`config.mk`:
```
export PLATFORM = sky130hd
export DESIGN_NAME = occupancy_sensor_decoder
export DESIGN_NICKNAME = d
export VERILOG_FILES = /design/src/rtl/occupancy_sensor_decoder_pkg.sv /design/src/rtl/occupancy_sensor_decoder_sensor_debouncer.sv /design/src/rtl/occupancy_sensor_decoder.sv
export SDC_FILE = /design/constraint.sdc
export NUM_CORES = 1
export LEC_CHECK = 0
export CAP_MARGIN = 20
export CORE_MARGIN = 2
export CORE_UTILIZATION = 60
export CTS_BUF_LIST = sky130_fd_sc_hd__clkbuf_4
export DETAILED_ROUTE_END_ITERATION = 16
export DONT_BUFFER_PORTS = 1
export PLACE_DENSITY_LB_ADDON = 0.25
export SLEW_MARGIN = 40
export SYNTH_ARGS = -nofsm -noshare
export SYNTH_HDL_FRONTEND = slang
export SYNTH_SLANG_ARGS = --single-unit
```
`constraint.sdc`:
```
create_clock -name clk -period 5.3 [get_ports clk]
set_input_delay 0.795 -clock clk [delete_from_list [all_inputs] [get_ports clk]]
set_output_delay 0.795 -clock clk [all_outputs]
set_load 0.005 [all_outputs]
```
`src/rtl/occupancy_sensor_decoder_pkg.sv`:
```
// Shared definitions for the door-sensor direction decoder: state encoding,
// parameter defaults and sensor polarity.
package occupancy_sensor_decoder_pkg;

  localparam int DEFAULT_DEBOUNCE_CYCLES = 4;
  localparam int DEFAULT_TIMEOUT_CYCLES  = 64;

  // Raw sensor level that means "beam interrupted".
  localparam logic BEAM_BROKEN = 1'b1;

  typedef enum logic [2:0] {
    ST_IDLE       = 3'd0,
    ST_IN1        = 3'd1,
    ST_IN2        = 3'd2,
    ST_IN3        = 3'd3,
    ST_OUT1       = 3'd4,
    ST_OUT2       = 3'd5,
    ST_OUT3       = 3'd6,
    ST_WAIT_CLEAR = 3'd7
  } state_e;

  // True for the states in which a passage is in progress and the timer runs.
  function automatic logic in_passage(input state_e s);
    return (s != ST_IDLE) && (s != ST_WAIT_CLEAR);
  endfunction

endpackage

```
`src/rtl/occupancy_sensor_decoder_sensor_debouncer.sv`:
```
// Two-flop synchroniser followed by a consecutive-sample debounce filter;
// the output is 1 while the beam is considered broken.
module sensor_debouncer
  import occupancy_sensor_decoder_pkg::*;
#(
  parameter int DEBOUNCE_CYCLES = DEFAULT_DEBOUNCE_CYCLES
) (
  input  logic clk,
  input  logic reset,
  input  logic sensor,
  output logic level
);

  localparam int            CW       = (DEBOUNCE_CYCLES > 1) ? $clog2(DEBOUNCE_CYCLES) : 1;
  localparam logic [CW-1:0] CNT_LAST = CW'(DEBOUNCE_CYCLES - 1);

  logic          sync1_r;
  logic          sync2_r;
  logic          broken_s;
  logic          level_r;
  logic [CW-1:0] cnt_r;

  assign broken_s = (sync2_r == BEAM_BROKEN);
  assign level    = level_r;

  // Metastability synchroniser for the asynchronous raw beam input.
  always_ff @(posedge clk or negedge reset) begin
    if (!reset) begin
      sync1_r <= 1'b0;
      sync2_r <= 1'b0;
    end else begin
      sync1_r <= sensor;
      sync2_r <= sync1_r;
    end
  end

  // Level follows the synced sample only after DEBOUNCE_CYCLES disagreeing samples in a row.
  always_ff @(posedge clk or negedge reset) begin
    if (!reset) begin
      level_r <= 1'b0;
      cnt_r   <= '0;
    end else if (broken_s == level_r) begin
      level_r <= level_r;
      cnt_r   <= '0;
    end else if (cnt_r == CNT_LAST) begin
      level_r <= broken_s;
      cnt_r   <= '0;
    end else begin
      level_r <= level_r;
      cnt_r   <= cnt_r + CW'(1);
    end
  end

endmodule

```
`src/rtl/occupancy_sensor_decoder.sv`:
```
// Door direction decoder: debounces the outer (A) and inner (B) beams and
// turns completed entry/exit sequences into single-cycle count pulses.
module occupancy_sensor_decoder
  import occupancy_sensor_decoder_pkg::*;
#(
  parameter int DEBOUNCE_CYCLES = DEFAULT_DEBOUNCE_CYCLES,
  parameter int TIMEOUT_CYCLES  = DEFAULT_TIMEOUT_CYCLES
) (
  input  logic clk,
  input  logic reset,
  input  logic sensor_a,
  input  logic sensor_b,
  output logic inc_enable,
  output logic dec_enable,
  output logic seq_error,
  output logic busy,
  output logic a_db,
  output logic b_db
);

  localparam int            TW       = $clog2(TIMEOUT_CYCLES + 1);
  localparam logic [TW-1:0] TMO_LAST = TW'(TIMEOUT_CYCLES - 1);
  localparam logic [TW-1:0] TMO_MAX  = TW'(TIMEOUT_CYCLES);

  logic          a_db_s;
  logic          b_db_s;
  state_e        state_r;
  state_e        state_s;
  logic          inc_s;
  logic          dec_s;
  logic          err_s;
  logic          inc_r;
  logic          dec_r;
  logic          err_r;
  logic          busy_r;
  logic          timeout_s;
  logic [TW-1:0] timer_r;

  sensor_debouncer #(.DEBOUNCE_CYCLES(DEBOUNCE_CYCLES)) u_deb_a (
    .clk    (clk),
    .reset  (reset),
    .sensor (sensor_a),
    .level  (a_db_s)
  );

  sensor_debouncer #(.DEBOUNCE_CYCLES(DEBOUNCE_CYCLES)) u_deb_b (
    .clk    (clk),
    .reset  (reset),
    .sensor (sensor_b),
    .level  (b_db_s)
  );

  assign a_db       = a_db_s;
  assign b_db       = b_db_s;
  assign inc_enable = inc_r;
  assign dec_enable = dec_r;
  assign seq_error  = err_r;
  assign busy       = busy_r;

  // The next increment would reach the limit, so the passage is abandoned on this edge.
  assign timeout_s = in_passage(state_r) && (timer_r >= TMO_LAST);

  // Next-state and pulse decode; timeout takes priority over the normal transition.
  always_comb begin
    state_s = state_r;
    inc_s   = 1'b0;
    dec_s   = 1'b0;
    err_s   = 1'b0;
    if (timeout_s) begin
      state_s = ST_WAIT_CLEAR;
      err_s   = 1'b1;
    end else begin
      case (state_r)
        ST_IDLE: begin
          case ({a_db_s, b_db_s})
            2'b10:   state_s = ST_IN1;
            2'b01:   state_s = ST_OUT1;
            2'b11:   begin state_s = ST_WAIT_CLEAR; err_s = 1'b1; end
            default: state_s = ST_IDLE;
          endcase
        end
        ST_IN1: begin
          case ({a_db_s, b_db_s})
            2'b11:   state_s = ST_IN2;
            2'b01:   state_s = ST_IN3;
            2'b00:   state_s = ST_IDLE;
            default: state_s = ST_IN1;
          endcase
        end
        ST_IN2: begin
          case ({a_db_s, b_db_s})
            2'b01:   state_s = ST_IN3;
            2'b10:   state_s = ST_IN1;
            2'b00:   begin state_s = ST_IDLE; err_s = 1'b1; end
            default: state_s = ST_IN2;
          endcase
        end
        ST_IN3: begin
          case ({a_db_s, b_db_s})
            2'b00:   begin state_s = ST_IDLE; inc_s = 1'b1; end
            2'b11:   state_s = ST_IN2;
            2'b10:   state_s = ST_IN1;
            default: state_s = ST_IN3;
          endcase
        end
        // Exit path mirrors the entry path with the beams swapped.
        ST_OUT1: begin
          case ({a_db_s, b_db_s})
            2'b11:   state_s = ST_OUT2;
            2'b10:   state_s = ST_OUT3;
            2'b00:   state_s = ST_IDLE;
            default: state_s = ST_OUT1;
          endcase
        end
        ST_OUT2: begin
          case ({a_db_s, b_db_s})
            2'b10:   state_s = ST_OUT3;
            2'b01:   state_s = ST_OUT1;
            2'b00:   begin state_s = ST_IDLE; err_s = 1'b1; end
            default: state_s = ST_OUT2;
          endcase
        end
        ST_OUT3: begin
          case ({a_db_s, b_db_s})
            2'b00:   begin state_s = ST_IDLE; dec_s = 1'b1; end
            2'b11:   state_s = ST_OUT2;
            2'b01:   state_s = ST_OUT1;
            default: state_s = ST_OUT3;
          endcase
        end
        ST_WAIT_CLEAR: begin
          case ({a_db_s, b_db_s})
            2'b00:   state_s = ST_IDLE;
            default: state_s = ST_WAIT_CLEAR;
          endcase
        end
        default: begin
          state_s = ST_WAIT_CLEAR;
          err_s   = 1'b1;
        end
      endcase
    end
  end

  // State register and registered pulse/busy outputs.
  always_ff @(posedge clk or negedge reset) begin
    if (!reset) begin
      state_r <= ST_IDLE;
      inc_r   <= 1'b0;
      dec_r   <= 1'b0;
      err_r   <= 1'b0;
      busy_r  <= 1'b0;
    end else begin
      state_r <= state_s;
      inc_r   <= inc_s;
      dec_r   <= dec_s;
      err_r   <= err_s;
      busy_r  <= (state_s != ST_IDLE);
    end
  end

  // Passage timer: cleared in IDLE, counts during a passage, frozen in WAIT_CLEAR, saturating.
  always_ff @(posedge clk or negedge reset) begin
    if (!reset) begin
      timer_r <= '0;
    end else if (state_r == ST_IDLE) begin
      timer_r <= '0;
    end else if (in_passage(state_r) && (timer_r != TMO_MAX)) begin
      timer_r <= timer_r + TW'(1);
    end else begin
      timer_r <= timer_r;
    end
  end

endmodule

```
==> results summary <==
The flow ran to the end, and the final reports show no timing, DRC or antenna violations. The clock-pin slew reported for the worst setup and hold paths after clock tree synthesis came out at 0.13 ns. Counting instances in the post-synthesis netlist gives the leading cell types as sky130_fd_sc_hd__dfrtp_1, sky130_fd_sc_hd__ha_1, sky130_fd_sc_hd__nand2_1, sky130_fd_sc_hd__o21ai_0, sky130_fd_sc_hd__inv_1. Summed over all cells, the static leakage comes to ~0.6 nW. The final number of hold-violating endpoints is 0. The area share of the largest cell type after synthesis is approximately 50%.

The clock network is responsible for 19.1% of the overall power. The detailed-route DRC error count is 0. Counting cells, the worst reg-to-reg path comes to 6. Setup repair after global routing left no endpoint under its margin. The sum of net half-perimeters after detailed placement came out at 1320 um. The achievable frequency came out at 556 MHz. The relative max-transition margin is 59.5%. The number of buffers created by CTS came out at 3. STA classifies the critical path endpoint as a flip-flop. For the final routed database, the setup TNS stands at 0 ns.

The synthesized design contains 24 register bits. The initial utilization of the core area, before any placement, comes to 63.5%. The pin count of the biggest net entering global routing is 25. The worst setup slack after layout came out at 3.50 ns.

The number of detailed-routing iterations run before antenna repair is 4. The worst path in the final design needs a cycle of 1.80 ns, including I/O delays and setup. The floorplan step defined a die boundary enclosing 2430 sq um. In the post-synthesis netlist, the biggest area contributors are sky130_fd_sc_hd__dfrtp_1, sky130_fd_sc_hd__ha_1, sky130_fd_sc_hd__mux2i_1. sky130_fd_sc_hd__dfrtp_1 is the most common cell in the netlist. The worst clock skew is around 0.009 ns.

The clock latency on the worst-skew pair came out at 0.31 ns. The worst register-to-register path begins at u_deb_b.level. The number of antenna violations at the first check in global routing is 0. In this run, synthesis inferred 0 flip-flops with an integrated enable. The total non-filler cell area in the finished layout is 1300 sq um. The count of standard-cell rows came out at 16. TritonCTS built the clock tree. The total of endpoints with negative setup slack in the final report came out at 0.

The first-iteration detailed-routing DRC count is 13. The number of slew-limit violations in the final report is 0. The remaining antenna violation count after routing is 0.

The growth of design area from synthesis to finish came out at 5.79%. The sequential group share of total power is 45.7%. The total power after layout is 0.675 mW. For flop-to-flop paths, the worst setup slack is 3.50 ns.

The global-route wire length before repair is 3220 um. For this run, the total global-route usage over all layers was measured as 17.1%. The min-delay analysis places its worst path in the category input pin to asynchronous set/reset pin. The worst IR drop on VDD is roughly 0.00035 V. The core area is 1940 sq um. The detail-routed via count per cell is roughly 5.9. The post-cts repair resize count came out at 0. The via count of the first global-routing pass came out at 753.

The ratio of cells with drive above 1 in the final layout came out at 8.93%. The die span in y is 49.3 um. STA puts the critical path data arrival time at 2.00 ns. Summed over all layers, the global routing overflow is 0. The longest clock path from root to sink contains 2 buffers. The average size of a mapped cell came out at 11.0 sq um.

The critical path start-end classification is flip-flop to flip-flop. The internal power component came out at 0.425 mW. Dividing the final minimum period by the clock period gives 33.9%. The combinational share of power came out at about a third. The routed wire length is 1840 um. The final layout contains 128 nets. The number of vias in the routed layout is 819. Dividing the detail-routed wire length by the instance count gives 13.2 um.

The tool flagged a number of max-cap violations equal to 0. The total number of H-tree levels came out at 1. The predominant post-synthesis flop cell is sky130_fd_sc_hd__dfrtp_1. The root buffer cell chosen for the clock tree is sky130_fd_sc_hd__clkbuf_4. Before CTS, the worst setup slack after placement is 3.52 ns. Synthesis produced 112 cells. The total cell area at the placement stage is about 1300 sq um. The worst register-to-register path ends at busy. During synthesis, Yosys emitted a total of 0 warnings. The number of nets in the synthesized netlist is roughly 130.

Net switching is 37.1% of the power. Routability-driven placement finished with a final weighted congestion of between 0.8 and 0.9. Dividing total power by cell area gives a power density of 518 nW/um^2. The biggest area contributor in the post-synthesis netlist is sky130_fd_sc_hd__dfrtp_1.

The width of the chip came out at between 40 and 50 um. The worst-path maximum fanout is 7. For the pin with the worst max-slew slack, the measured transition is 0.602 ns. Counting every sink on the clock net gives 24. Of all flip-flops after synthesis, the portion carrying an async set or reset was 100%. The required time reported for the critical path endpoint came out at 5.50 ns.

The distinct cell type count after synthesis is 38. The boundary pin count came out at 10. Buffers inserted to repair hold after CTS numbered 0. The setup fix buffers added after clock tree synthesis is 0.

The count of buffers from port buffering is 0. Summed over all nets, the switching power comes to 0.251 mW. The post-synth design cell area is ~1200 sq um.

The element type at the critical path start is a flip-flop. The repair_antennas step left the layout with diodes totalling 0. The post-synthesis sequential area ratio is 48.7%.
-- flip-flops by register name, summed over array words and instances, names as in the netlist --
signal / cells
busy: 1
timer_r: 7
u_deb_b.cnt_r: 2
inc_enable: 1
u_deb_a.sync1_r: 1
seq_error: 1
dec_enable: 1
u_deb_a.level: 1
u_deb_b.level: 1
u_deb_b.broken_s: 1
u_deb_a.cnt_r: 2
u_deb_a.broken_s: 1
u_deb_b.sync1_r: 1
state_r: 3
-- cell type report --
type,instances,area (sq um)
clock inverters,1,30.0
well taps,27,33.8
fillers,153,638
clock buffers,3,22.5
flip-flops and latches,24,601
multi-input cells,78,594
inverters,6,22.5
-- power by group through the flow --
stage / clock, mW / sequential [mW] / combinational [mW]
2_1_floorplan: 0 / 0.279 / 0.219
3_3_place_gp: 0 / 0.307 / 0.231
3_5_place_dp: 0 / 0.313 / 0.235
4_1_cts: 0.134 / 0.309 / 0.240
5_1_grt: 0.140 / 0.320 / 0.271
6_report: 0.129 / 0.309 / 0.238
-- logic make-up (layout without fill, tap and decap cells) --
kind of cell / count (synthesis) / count (layout) / synth area share, %
buf+inv: 10 / 10 / 3.05
flops: 24 / 24 / 48.7
fa+ha+maj: 11 / 11 / 11.2
compound gates: 21 / 21 / 13.0
xor+xnor: 3 / 3 / 2.13
mux: 4 / 4 / 3.25
simple gates: 39 / 39 / 18.7
-- worst max-delay path, stage by stage, from the launching register on --
cell and delay, ns:
sky130_fd_sc_hd__dfrtp_1 0.51, sky130_fd_sc_hd__inv_1 0.14, sky130_fd_sc_hd__ha_1 0.19, sky130_fd_sc_hd__or4_1 0.49, sky130_fd_sc_hd__o21ai_0 0.08, sky130_fd_sc_hd__o21ai_0 0.10, sky130_fd_sc_hd__nand4bb_1 0.18
-- metal layers --
layer / GRT usage (%) / part of all wire [%]
met1: 23.3 / 48
met5: 0 / 0
met2: 26.4 / 47
met3: 2.76 / 3.8
met4: 8.57 / 0.76
-- placed cells by master (no fill, tap or decap), types with 2 or more instances in the layout --
cell,count
sky130_fd_sc_hd__a21boi_0,2
sky130_fd_sc_hd__a21o_1,2
sky130_fd_sc_hd__clkbuf_4,3
sky130_fd_sc_hd__dfrtp_1,24
sky130_fd_sc_hd__ha_1,11
sky130_fd_sc_hd__inv_1,6
sky130_fd_sc_hd__mux2i_1,4
sky130_fd_sc_hd__nand2_1,8
sky130_fd_sc_hd__nand2b_1,2
sky130_fd_sc_hd__nand3_1,5
sky130_fd_sc_hd__nor2_1,4
sky130_fd_sc_hd__nor2b_1,2
sky130_fd_sc_hd__nor3_1,4
sky130_fd_sc_hd__nor4_1,2
sky130_fd_sc_hd__o21ai_0,7
sky130_fd_sc_hd__xnor2_1,3
-- metrics by stage --
stage / util, % / std cells / hold WS [ns]
6_report: 67.1 / 139 / 0.155
5_1_grt: 67.1 / 139 / 0.124
4_1_cts: 67.1 / 139 / 0.135
3_5_place_dp: 64.4 / 135 / 0.336
3_3_place_gp: 64.4 / 135 / 0.332
2_1_floorplan: - / 112 / 0.331
-- worst max-delay path by stage --
stage                              from         end  slack, ns  cells after the start
after floorplan              timer_r[2]  timer_r[6]       3.62                      4
after global placement    u_deb_b.level        busy       3.56                      6
after detailed placement  u_deb_b.level        busy       3.52                      6
after CTS                 u_deb_b.level        busy       3.49                      6
after global routing      u_deb_b.level        busy       3.38                      6
final                     u_deb_b.level        busy       3.50                      6
(Power assumes the default switching activity.)
